==> config.mk <==
export PLATFORM = sky130hd
export DESIGN_NAME = data_mem_lsu
export DESIGN_NICKNAME = d
export VERILOG_FILES = /design/src/rtl/data_mem_lsu.sv
export SDC_FILE = /design/constraint.sdc
export NUM_CORES = 1
export LEC_CHECK = 0
export BUFFER_PORTS_ARGS = -buffer_cell sky130_fd_sc_hd__buf_2
export CORE_UTILIZATION = 40
export DETAILED_ROUTE_END_ITERATION = 8
export HOLD_SLACK_MARGIN = 0.03
export PLACE_DENSITY = 0.73
export SETUP_SLACK_MARGIN = 0.02
export SYNTH_ARGS = -nofsm -noshare
export SYNTH_HDL_FRONTEND = slang
export SYNTH_SLANG_ARGS = --single-unit
==> constraint.sdc <==
create_clock -name clk -period 3.2 [get_ports clk]
set_clock_uncertainty 0.15 [all_clocks]
set_input_delay 0.16 -clock clk [delete_from_list [all_inputs] [get_ports clk]]
set_output_delay 0.16 -clock clk [all_outputs]
set_load 0.1 [all_outputs]
==> src/rtl/data_mem_lsu.sv <==
`default_nettype none
// ============================================================================
//  Module      : data_mem_lsu
//  Description : RV32I load/store unit driving a word-wide data_mem port.
//                Byte/halfword loads are extracted and sign/zero-extended;
//                byte/halfword stores use read-modify-write. The core is
//                stalled until each access reaches DONE.
//  Revision    : 1.0 - initial release
// ============================================================================
module data_mem_lsu #(
    parameter int MEM_WORDS = 1024
) (
    input  logic        clk,
    input  logic        rst,
    input  logic        core_req,
    input  logic        core_we,
    input  logic [2:0]  core_size,
    input  logic [31:0] core_addr,
    input  logic [31:0] core_wd,
    output logic [31:0] core_rd,
    output logic        core_stall,
    output logic        core_err,
    output logic [31:0] mem_addr,
    output logic [31:0] mem_wd,
    output logic        mem_we,
    input  logic [31:0] mem_rd
);

    localparam logic [2:0]  F3_B   = 3'b000;
    localparam logic [2:0]  F3_H   = 3'b001;
    localparam logic [2:0]  F3_W   = 3'b010;
    localparam logic [2:0]  F3_BU  = 3'b100;
    localparam logic [2:0]  F3_HU  = 3'b101;
    localparam logic [32:0] ADDR_LIMIT = 33'(MEM_WORDS) * 33'd4;

    typedef enum logic [2:0] {
        S_IDLE   = 3'd0,
        S_LOAD   = 3'd1,
        S_STORE  = 3'd2,
        S_RMW_RD = 3'd3,
        S_RMW_WR = 3'd4,
        S_DONE   = 3'd5
    } state_t;

    state_t      state_q, state_d;
    logic [31:0] rdata_q, rdata_d;
    logic        err_q,   err_d;
    logic        we_q,    we_d;
    logic [2:0]  size_q,  size_d;
    logic [1:0]  lane_q,  lane_d;

    logic        req_err;
    logic [31:0] merged_wd;
    logic [31:0] load_val;
    logic [7:0]  load_byte;
    logic [15:0] load_half;

    // Word-aligned memory address straight from the core address
    assign mem_addr = {core_addr[31:2], 2'b00};

    // Classify the incoming request as illegal (size, alignment, range)
    always_comb begin
        req_err = 1'b0;
        if ({1'b0, core_addr} >= ADDR_LIMIT) begin
            req_err = 1'b1;
        end
        if (core_we) begin
            case (core_size)
                F3_B:    ;
                F3_H:    if (core_addr[0])          req_err = 1'b1;
                F3_W:    if (core_addr[1:0] != 2'b00) req_err = 1'b1;
                default: req_err = 1'b1;
            endcase
        end else begin
            case (core_size)
                F3_B, F3_BU: ;
                F3_H, F3_HU: if (core_addr[0])          req_err = 1'b1;
                F3_W:        if (core_addr[1:0] != 2'b00) req_err = 1'b1;
                default:     req_err = 1'b1;
            endcase
        end
    end

    // Merge the store lane into the previously read word
    always_comb begin
        merged_wd = rdata_q;
        if (size_q == F3_H) begin
            merged_wd[{lane_q[1], 4'b0000} +: 16] = core_wd[15:0];
        end else begin
            merged_wd[{lane_q, 3'b000} +: 8] = core_wd[7:0];
        end
    end

    // Extract and extend the load lane from the captured word
    always_comb begin
        load_byte = rdata_q[{lane_q, 3'b000} +: 8];
        load_half = rdata_q[{lane_q[1], 4'b0000} +: 16];
        case (size_q)
            F3_B:    load_val = {{24{load_byte[7]}}, load_byte};
            F3_BU:   load_val = {24'd0, load_byte};
            F3_H:    load_val = {{16{load_half[15]}}, load_half};
            F3_HU:   load_val = {16'd0, load_half};
            F3_W:    load_val = rdata_q;
            default: load_val = 32'd0;
        endcase
    end

    // State register and captured access context
    always_ff @(posedge clk or posedge rst) begin
        if (rst) begin
            state_q <= S_IDLE;
            rdata_q <= 32'd0;
            err_q   <= 1'b0;
            we_q    <= 1'b0;
            size_q  <= 3'd0;
            lane_q  <= 2'd0;
        end else begin
            state_q <= state_d;
            rdata_q <= rdata_d;
            err_q   <= err_d;
            we_q    <= we_d;
            size_q  <= size_d;
            lane_q  <= lane_d;
        end
    end

    // Next-state logic; the access context is latched when a request is accepted
    always_comb begin
        state_d = state_q;
        rdata_d = rdata_q;
        err_d   = err_q;
        we_d    = we_q;
        size_d  = size_q;
        lane_d  = lane_q;
        case (state_q)
            S_IDLE: begin
                if (core_req) begin
                    err_d   = req_err;
                    we_d    = core_we;
                    size_d  = core_size;
                    lane_d  = core_addr[1:0];
                    rdata_d = 32'd0;
                    if (req_err) begin
                        state_d = S_DONE;
                    end else if (!core_we) begin
                        state_d = S_LOAD;
                    end else if (core_size == F3_W) begin
                        state_d = S_STORE;
                    end else begin
                        state_d = S_RMW_RD;
                    end
                end
            end
            S_LOAD: begin
                rdata_d = mem_rd;
                state_d = S_DONE;
            end
            S_STORE: begin
                state_d = S_DONE;
            end
            S_RMW_RD: begin
                rdata_d = mem_rd;
                state_d = S_RMW_WR;
            end
            S_RMW_WR: begin
                state_d = S_DONE;
            end
            S_DONE: begin
                state_d = S_IDLE;
            end
            default: begin
                state_d = S_IDLE;
            end
        endcase
    end

    // Outputs decoded from the current state
    always_comb begin
        mem_we  = 1'b0;
        mem_wd  = 32'd0;
        core_rd = 32'd0;
        core_err = 1'b0;
        case (state_q)
            S_STORE: begin
                mem_we = 1'b1;
                mem_wd = core_wd;
            end
            S_RMW_WR: begin
                mem_we = 1'b1;
                mem_wd = merged_wd;
            end
            S_DONE: begin
                core_err = err_q;
                if (!err_q && !we_q) begin
                    core_rd = load_val;
                end
            end
            default: ;
        endcase
        core_stall = ((state_q == S_IDLE) && core_req) ||
                     ((state_q != S_IDLE) && (state_q != S_DONE));
    end

endmodule
`default_nettype wire

==> results.toml, run 1 <==
[status]
status = "finished, final reports clean"

[synthesis]
ys_seq_area_share_pct = 28.9
synthCells = 426
yosysTopAreaCell = "dfrtp_1"
yosys-top-cells-area = "dfrtp_1 29%, nand2_1 7.6%, buf_4 6.8%, a221o_1 6.6%, o21ai_0 5.1%"
netlist_area_sq_um = 3630
ys_seq_elements = 42
yosys.cell_types.count = 48
yosys_warnings = 0
syn_avg_cell_area_sq_um = 8.53
yosysTopAreaCellShare_pct = 28.9
synth_flop_cell = "dfrtp_1"
synth_edf_count = 0
ys_async_sr_fraction_pct = 100

[timing]
finalHoldViolCount = 0
period_needed_ps = 3000
period_share_pct = 93.8
tightestPinTransition_ps = 962
max_freq_mhz = 333
rsz0062_at_grt = "no"
slew_headroom_pct = 35.3
setup_viol = 0
final_max_slew_viol_count = 0
tns_ps = 0

[setup_path]
path_max_fanout = 9
start_kind = "register"
cp-end-kind = "output port"
cp.arrival_ps = 2690
crit_type = "reg2out"
worst_ep_required_time_ps = 2890

[power]
power_density_nw_per_um2 = 990
irDropWorstVdd_uv = 463
leakagePower_uw = 0.00265

[drt]
routed_wl_microns = 13500
viasPerCell = 5.85
drtIter0Drc = 327
dr.pass1.iters = 8
vias = 4144
avgRoutedWirePerCell_microns = 19.1
drc_errors = 0
drtAntennaViolNets = 0

[placed_design]
io_buffer_count = 179
dpl_cell_area_sq_um = 4990
gp_congestion = 0.940
place_hpwl_microns = 10100

[global_route]
overflow = 0
grt_pass1_vias = 3984
antenna_found_initial = 0
track_usage_pct = 27.8
grt_pass1_wl_microns = 21000
grt_start_max_net_pins = 43

[cells_and_area]
areaGrowthSynthToFinish_pct = 51.8
n_antenna_cell = 0
layout_commonest_cell = "buf_2"
drive_above_1_share_pct = 37.5
fin_area_sq_um = 5520
final_cell_mix = "135 x buf_2, 73 x nand2_1, 44 x buf_12"
fin_nets = 707
fillers = 719

[floorplanning]
die_w_microns = 97.3
initial_utilization_pct = 41.5
design.die.area_sq_um = 9470
io_pins = 202
core_area_sq_um = 8760
row_count = 34
die_h_microns = 97.3

[cts]
cts_tree = "built"
cts_buffers = 5
cts_max_level = 2
insertion_delay_ps = 290
cts_sinks = 42
cts_root_buf = "clkbuf_8"
clk_path_buf_depth = 2
cts.clk_slew.worst_paths_ps = 80

[min_path]
hold_path.class = "in2reg"

[job]
maxCapViolations = 0
metal layers:
metal	vias up	track usage (%)	wire length, microns
met3	30	5.40	1120
met5	-	0	0
met4	0	10.9	391
met2	250	45.1	6470
met1	1977	36.6	5520
li1	1887	-	-
sequential cells by signal, summed over array words and instances (netlist names):
signal   cells
state_q      3
rdata_q     32
size_q       3
we_q         1
err_q        1
lane_q       2
cell families after synthesis:
| kind of cell | after synthesis | synth area share (%) |
|---|---|---|
| simple gates | 144 | 20.3 |
| flops | 42 | 28.9 |
| other cells | 1 | 0.103 |
| buf+inv | 70 | 11.9 |
| fa+ha+maj | 5 | 1.72 |
| compound gates | 142 | 29.9 |
| mux | 22 | 7.13 |
stage by stage:
stage	hold WS [ps]	instances	setup slack [ps]	power [uW]	utilization (%)
after detailed placement	166	660	465	4940	57.0
after CTS	131	708	134	5400	62.8
after floorplan	127	427	79.2	3880	-
after global placement	163	660	502	4880	57.0
final	127	708	197	5460	62.9
after global routing	165	708	72.1	5680	62.9
synth_stat cells, types with 7 or more instances:
library cell and count:
buf_2 13, nor2_1 18, mux2_2 11, dfrtp_1 42, mux2i_1 9, nand2_1 74, a221o_1 24, a22oi_1 7
and3_1 10, a21o_1 17, a21oi_1 19, and2_1 10, o21ai_0 37, buf_4 33, a22o_1 17, clkbuf_1 11
a222oi_1 8
where the power goes:
part           internal, uW  switching [uW]  total, uW
registers               766             436       1200
clock network           232             194        426
logic                  1340            2490       3830
total                  2340            3120       5460
area by class of cell:
class                           count  area (sq um)  area share, %
Clock buffer                        5          68.8           1.25
Timing Repair Buffer              228          2020           36.7
Multi-Input combinational cell    315          2160           39.2
Sequential cell                    42          1050           19.1
Clock inverter                      3          45.0          0.817
Tap cell                          108           135           2.45
Inverter                            7          26.3          0.476
final timing paths:
path | startpoint | to | slack, ps | cells past startpoint
max | lane_q[0]$_DFFE_PP0P_ | mem_wd[16] | 200 | 7
min | core_addr[23] | state_q[1]$_DFFE_PP0P_ | 130 | 5
max reg2reg | state_q[1]$_DFFE_PP0P_ | rdata_q[8]$_DFFE_PP0P_ | 980 | 4
min reg2reg | we_q$_DFFE_PP0P_ | we_q$_DFFE_PP0P_ | 390 | 1
max in group asynchronous | rst | rdata_q[0]$_DFFE_PP0P_ | 2150 | 4
min in group asynchronous | rst | rdata_q[12]$_DFFE_PP0P_ | 380 | 4
worst max-delay path, stage by stage, from the launching register on:
cell     delay [ps]
dfrtp_1         520
inv_1           210
ha_1            410
nor3b_1         210
nand3_1         150
a21oi_4         380
a221o_1         320
buf_12          200
what timing repair did:
| item | in CTS | in global routing |
|---|---|---|
| endpoints found under the setup margin | 0 | 12 |
| resized for setup | 0 | 3 |
| hold endpoints to repair | 81 | 0 |
| hold buffers | 40 | 0 |
| buffers inserted | 0 | 0 |
Power figures use the tool's default switching activity.
==> inputs of run 2 (changes only) <==
Settings changed: RECOVER_POWER from default to 100.
==> run 2 against run 1 <==
Compared with the run above: the run now ends with max-capacitance violations, max-slew violations left; largest cell class unchanged; die area did not move; critical path type unchanged; flip-flop and latch count did not move; worst hold slack improved by 5.3 ps; count of clock-buffer cells in the layout did not move; cell count did not move; non-clock buffer count did not move; routed wire length rose by 1.1%.
==> results.toml, run 2 (synthesis gave the netlist of run 1 again) <==
[status]
status = "finished with violations"
violations = "max-capacitance violations, max-slew violations"

[floorplanning]
row_count = 34
die_w_microns = 97.3
initial_utilization_pct = 41.5
core_area_sq_um = 8760
die_h_microns = 97.3
io_pins = 202
design.die.area_sq_um = 9470

[setup_path]
path_max_fanout = 16
cp.arrival_ps = 2840
crit_type = "reg2out"
critical_path.cell_chain = "or3b_2, a211oi_2, a22o_1, buf_6"
crit_path_max_incr_delay_ps = 770
path_buf_inv = 1
rr_endpoint = "rdata_q[25]$_DFFE_PP0P_"
cp-end-kind = "output port"
ff2ff_setup_slack_ps = 590
rr_worst_depth = 4
worst_ep_required_time_ps = 2890
regToRegStartpoint = "state_q[1]$_DFFE_PP0P_"
slowest_stage = "or3b_2"
start_kind = "register"
cp_top_family = "compound AO/OA/AOI/OAI gates"

[timing]
whs_ps = 132
period_needed_ps = 3150
max_freq_mhz = 317
tightestPinTransition_ps = 2170
period_share_pct = 98.5
setup_ws_ps = 49.6
setup_viol = 0
final_max_slew_viol_count = 43
slew_headroom_pct = -44.7
tns_ps = 0
rsz0062_at_grt = "no"
finalHoldViolCount = 0

[cts]
cts_setup_buffers = 0
cts_buffers = 5
clk_path_buf_depth = 2
cts_sinks = 42
cts.clk_slew.worst_paths_ps = 80
cts_tree = "built"
insertion_delay_ps = 290
cts_root_buf = "clkbuf_8"
cts_max_level = 2

[cells_and_area]
areaGrowthSynthToFinish_pct = 39.5
fin_nets = 707
final_cell_mix = "92 x buf_2, 73 x nand2_1, 42 x dfrtp_1"
layout_commonest_cell = "buf_2"
fillers = 807
n_antenna_cell = 0
largest_reg_flops = 32
drive_above_1_share_pct = 33.5
biggestRegsByFlops = "rdata_q x32, size_q x3, state_q x3"
top_register = "rdata_q"

[min_path]
hold_path.class = "in2reg"
holdPathEnd = "state_q[1]$_DFFE_PP0P_"
min_delay_path_depth = 5
holdCritStartpoint = "core_addr[23]"

[power]
irDropWorstVdd_uv = 458
sequentialPowerShare_pct = 23.2
leakagePower_uw = 0.00246
p_comb_share_pct = 68.6
power_density_nw_per_um2 = 1020
clkPwrFrac_pct = 8.2
internal_power_uw = 2110
swShare_pct = 59.3
p_total_uw = 5190
power_switching_uw = 3080

[placed_design]
gp_congestion = 0.940
io_buffer_count = 179
place_hpwl_microns = 10100
post-place-ws_ps = 465

[global_route]
antenna_found_initial = 0
grt_pass1_wl_microns = 21000
overflow = 0
grt_pass1_vias = 3984
grt_start_max_net_pins = 43
track_usage_pct = 27.8

[drt]
dr.pass1.iters = 7
viasPerCell = 5.88
routed_wl_microns = 13700
drtIter0Drc = 332
vias = 4164
drtAntennaViolNets = 0
avgRoutedWirePerCell_microns = 19.3
drc_errors = 0

[job]
maxCapViolations = 1
[run 2: layout make-up]
type	instances	area, sq um	area share, %
repair buffers	228	1590	31.3
flip-flops and latches	42	1050	20.7
clock buffers	5	68.8	1.36
inverters	7	26.3	0.518
clock inverters	3	45.0	0.889
multi-input cells	315	2160	42.6
well taps	108	135	2.67
[run 2: routing by layer]
layer | global-route usage (%) | share of wire, % | routed length [microns] | vias up
li1 | - | - | - | 1887
met1 | 36.6 | 40 | 5520 | 1975
met2 | 45.1 | 47 | 6430 | 262
met3 | 5.40 | 9.2 | 1250 | 40
met4 | 10.9 | 3.4 | 458 | 0
met5 | 0 | 0 | 0 | -
[run 2: how the worst max path moves through the flow]
stage,start,end,slack (ps),depth (start not counted)
2_1_floorplan,lane_q[1]$_DFFE_PP0P_,core_rd[10],80,6
3_3_place_gp,state_q[1]$_DFFE_PP0P_,mem_wd[17],500,4
3_5_place_dp,lane_q[0]$_DFFE_PP0P_,mem_wd[16],470,7
4_1_cts,lane_q[0]$_DFFE_PP0P_,mem_wd[16],130,7
5_1_grt,state_q[1]$_DFFE_PP0P_,mem_wd[11],40,5
6_report,state_q[1]$_DFFE_PP0P_,mem_wd[0],50,4
[run 2: worst register-to-register path, stage by stage (launching register included)]
cell      delay, ps
dfrtp_1         570
nor3_1          400
and2_0          580
clkbuf_2        560
o21ai_0         220
[run 2: repair_timing]
action,CTS,global route
hold buffers,40,0
endpoints found under the hold margin,81,0
resized for setup,0,3
setup endpoints to repair,0,12
[run 2: stage by stage]
step | instance area (sq um) | utilization (%) | instances
after global placement | 4990 | 57.0 | 660
final | 5070 | 57.8 | 708
after detailed placement | 4990 | 57.0 | 660
after global routing | 5070 | 57.8 | 708
after floorplan | 3640 | - | 427
after CTS | 5510 | 62.8 | 708
[run 2: power by group through the flow]
stage	clock (uW)	combinational, uW	sequential, uW
2_1_floorplan	0	2910	970
3_3_place_gp	0	3710	1170
3_5_place_dp	0	3750	1180
4_1_cts	429	3800	1170
5_1_grt	452	3730	1230
6_report	427	3560	1210
==> inputs of run 3 (changes only) <==
Settings changed: PLACE_DENSITY 0.73 to 0.81.
==> run 3 against run 2 <==
Compared with the run above: the run still ends with max-capacitance violations, max-slew violations left; worst setup slack better by 19 ps; global-route usage up 0.57 points; register-to-register slack got worse by 60 ps; critical path depth unchanged; clock power is 19% lower; count of clock-buffer cells in the layout unchanged; via count grew 4.5%; worst hold slack improved by 17 ps; die area did not move; flip-flop and latch count unchanged; critical path type unchanged.
==> results.toml, run 3 (synthesis gave the netlist of run 1 again) <==
[setup_path]
start_kind = "register"
slowest_stage = "or3b_1"
path_buf_inv = 1
path_max_fanout = 16
critical_path.cell_chain = "or3b_1, a211oi_4, a22o_1, buf_4"
cp.arrival_ps = 2820
regToRegStartpoint = "state_q[1]$_DFFE_PP0P_"
crit_type = "reg2out"
crit_path_start = "state_q[1]$_DFFE_PP0P_"
worst_ep_required_time_ps = 2890
cp-end-kind = "output port"
crit_path_max_incr_delay_ps = 800
cp_top_family = "compound AO/OA/AOI/OAI gates"

[timing]
setup_ws_ps = 68.6
slew_headroom_pct = -49.2
tightestPinTransition_ps = 2240
period_needed_ps = 3130
tns_ps = 0
finalHoldViolCount = 0
final_max_slew_viol_count = 43
period_share_pct = 97.9
setup_viol = 0
rsz0062_at_grt = "no"
max_freq_mhz = 319

[status]
violations = "max-capacitance violations, max-slew violations"
status = "finished with violations"

[power]
leakagePower_uw = 0.00244
power_density_nw_per_um2 = 1020
p_total_uw = 5120
irDropWorstVdd_uv = 424

[placed_design]
gp_congestion = 0.974
io_buffer_count = 179
place_hpwl_microns = 10200
post-place-ws_ps = 466

[cells_and_area]
areaGrowthSynthToFinish_pct = 37.4
biggestRegsByFlops = "rdata_q x32, size_q x3, state_q x3"
largest_reg_flops = 32
drive_above_1_share_pct = 33.4
final_cell_mix = "96 x buf_2, 73 x nand2_1, 42 x dfrtp_1"
fin_nets = 705
n_antenna_cell = 0
layout_commonest_cell = "buf_2"
top_register = "rdata_q"

[drt]
drc_errors = 0
met2WireLength_microns = 6450
dr.pass1.iters = 9
drtIter0Drc = 543
top_layer = "met4"
wl_met1_microns = 5270
viasPerCell = 6.16
drtAntennaViolNets = 0
vias = 4352
routed_wl_microns = 14000
dr_wl_met3_microns = 1490
avgRoutedWirePerCell_microns = 19.9

[cts]
cts_root_buf = "clkbuf_8"
insertion_delay_ps = 290
cts_max_level = 2
cts_sinks = 42
cts_setup_buffers = 0
clk_path_buf_depth = 2
cts.clk_slew.worst_paths_ps = 80
cts_buffers = 5
cts_tree = "built"

[global_route]
grt_start_max_net_pins = 43
grt_pass1_vias = 4228
track_usage_pct = 28.4
overflow = 0
antenna_found_initial = 0
grt_pass1_wl_microns = 21700

[job]
maxCapViolations = 1

[floorplanning]
design.die.area_sq_um = 9470
die_h_microns = 97.3
initial_utilization_pct = 41.5
die_w_microns = 97.3
core_area_sq_um = 8760
io_pins = 202
row_count = 34

[min_path]
hold_path.class = "in2reg"
holdCritStartpoint = "core_addr[23]"
-- run 3: final cells by class --
| type | count | area [sq um] |
|---|---|---|
| clock buffer | 5 | 68.8 |
| tap | 108 | 135 |
| inverter | 7 | 26.3 |
| clock inverter | 3 | 21.3 |
| sequential | 42 | 1050 |
| timing repair buffer | 226 | 1520 |
| multi-input combinational | 315 | 2170 |
| fill | 786 | 3770 |
-- run 3: final timing paths --
| kind | to | slack (ps) | cells after the start |
|---|---|---|---|
| min in group asynchronous | lane_q[1]$_DFFE_PP0P_ | 1060 | 4 |
| max | mem_wd[0] | 70 | 4 |
| max reg2reg | rdata_q[20]$_DFFE_PP0P_ | 530 | 4 |
| max in group asynchronous | rdata_q[14]$_DFFE_PP0P_ | 570 | 4 |
| min | state_q[0]$_DFFE_PP0P_ | 150 | 5 |
| min reg2reg | we_q$_DFFE_PP0P_ | 380 | 1 |
-- run 3: report_power, final --
group | internal [uW] | total [uW] | leakage [uW] | switching (uW)
clock | 153 | 348 | 0.0000441 | 195
sequential | 766 | 1220 | 0.000521 | 450
combinational | 1080 | 3550 | 0.00187 | 2470
total | 2000 | 5120 | 0.00244 | 3120
-- run 3: routing by layer --
metal / GRT usage [%] / vias to the layer above
met1: 35.0 / 2017
li1: - / 1882
met5: 0 / -
met2: 46.6 / 358
met3: 5.04 / 95
met4: 16.5 / 0
-- run 3: what timing repair did --
item / 4_1_cts / 5_1_grt
setup endpoints to repair: 0 / 20
endpoints found under the hold margin: 81 / 0
hold buffers: 40 / 0
resized for setup: 0 / 4
-- run 3: tightest hold or removal path, stage by stage --
cell and delay, ps:
buf_2 90, nor4_1 40, nand2_1 60, o31ai_1 70, a21oi_1 130
-- run 3: per-stage QoR --
| stage | instances | instance area (sq um) | util [%] | hold slack [ps] |
|---|---|---|---|---|
| floorplan | 427 | 3640 | - | 127 |
| global placement | 658 | 4980 | 56.8 | 168 |
| detailed placement | 658 | 4980 | 56.8 | 165 |
| CTS | 706 | 5470 | 62.4 | 149 |
| global route | 706 | 4990 | 57.0 | 170 |
| finish | 706 | 4990 | 57.0 | 150 |
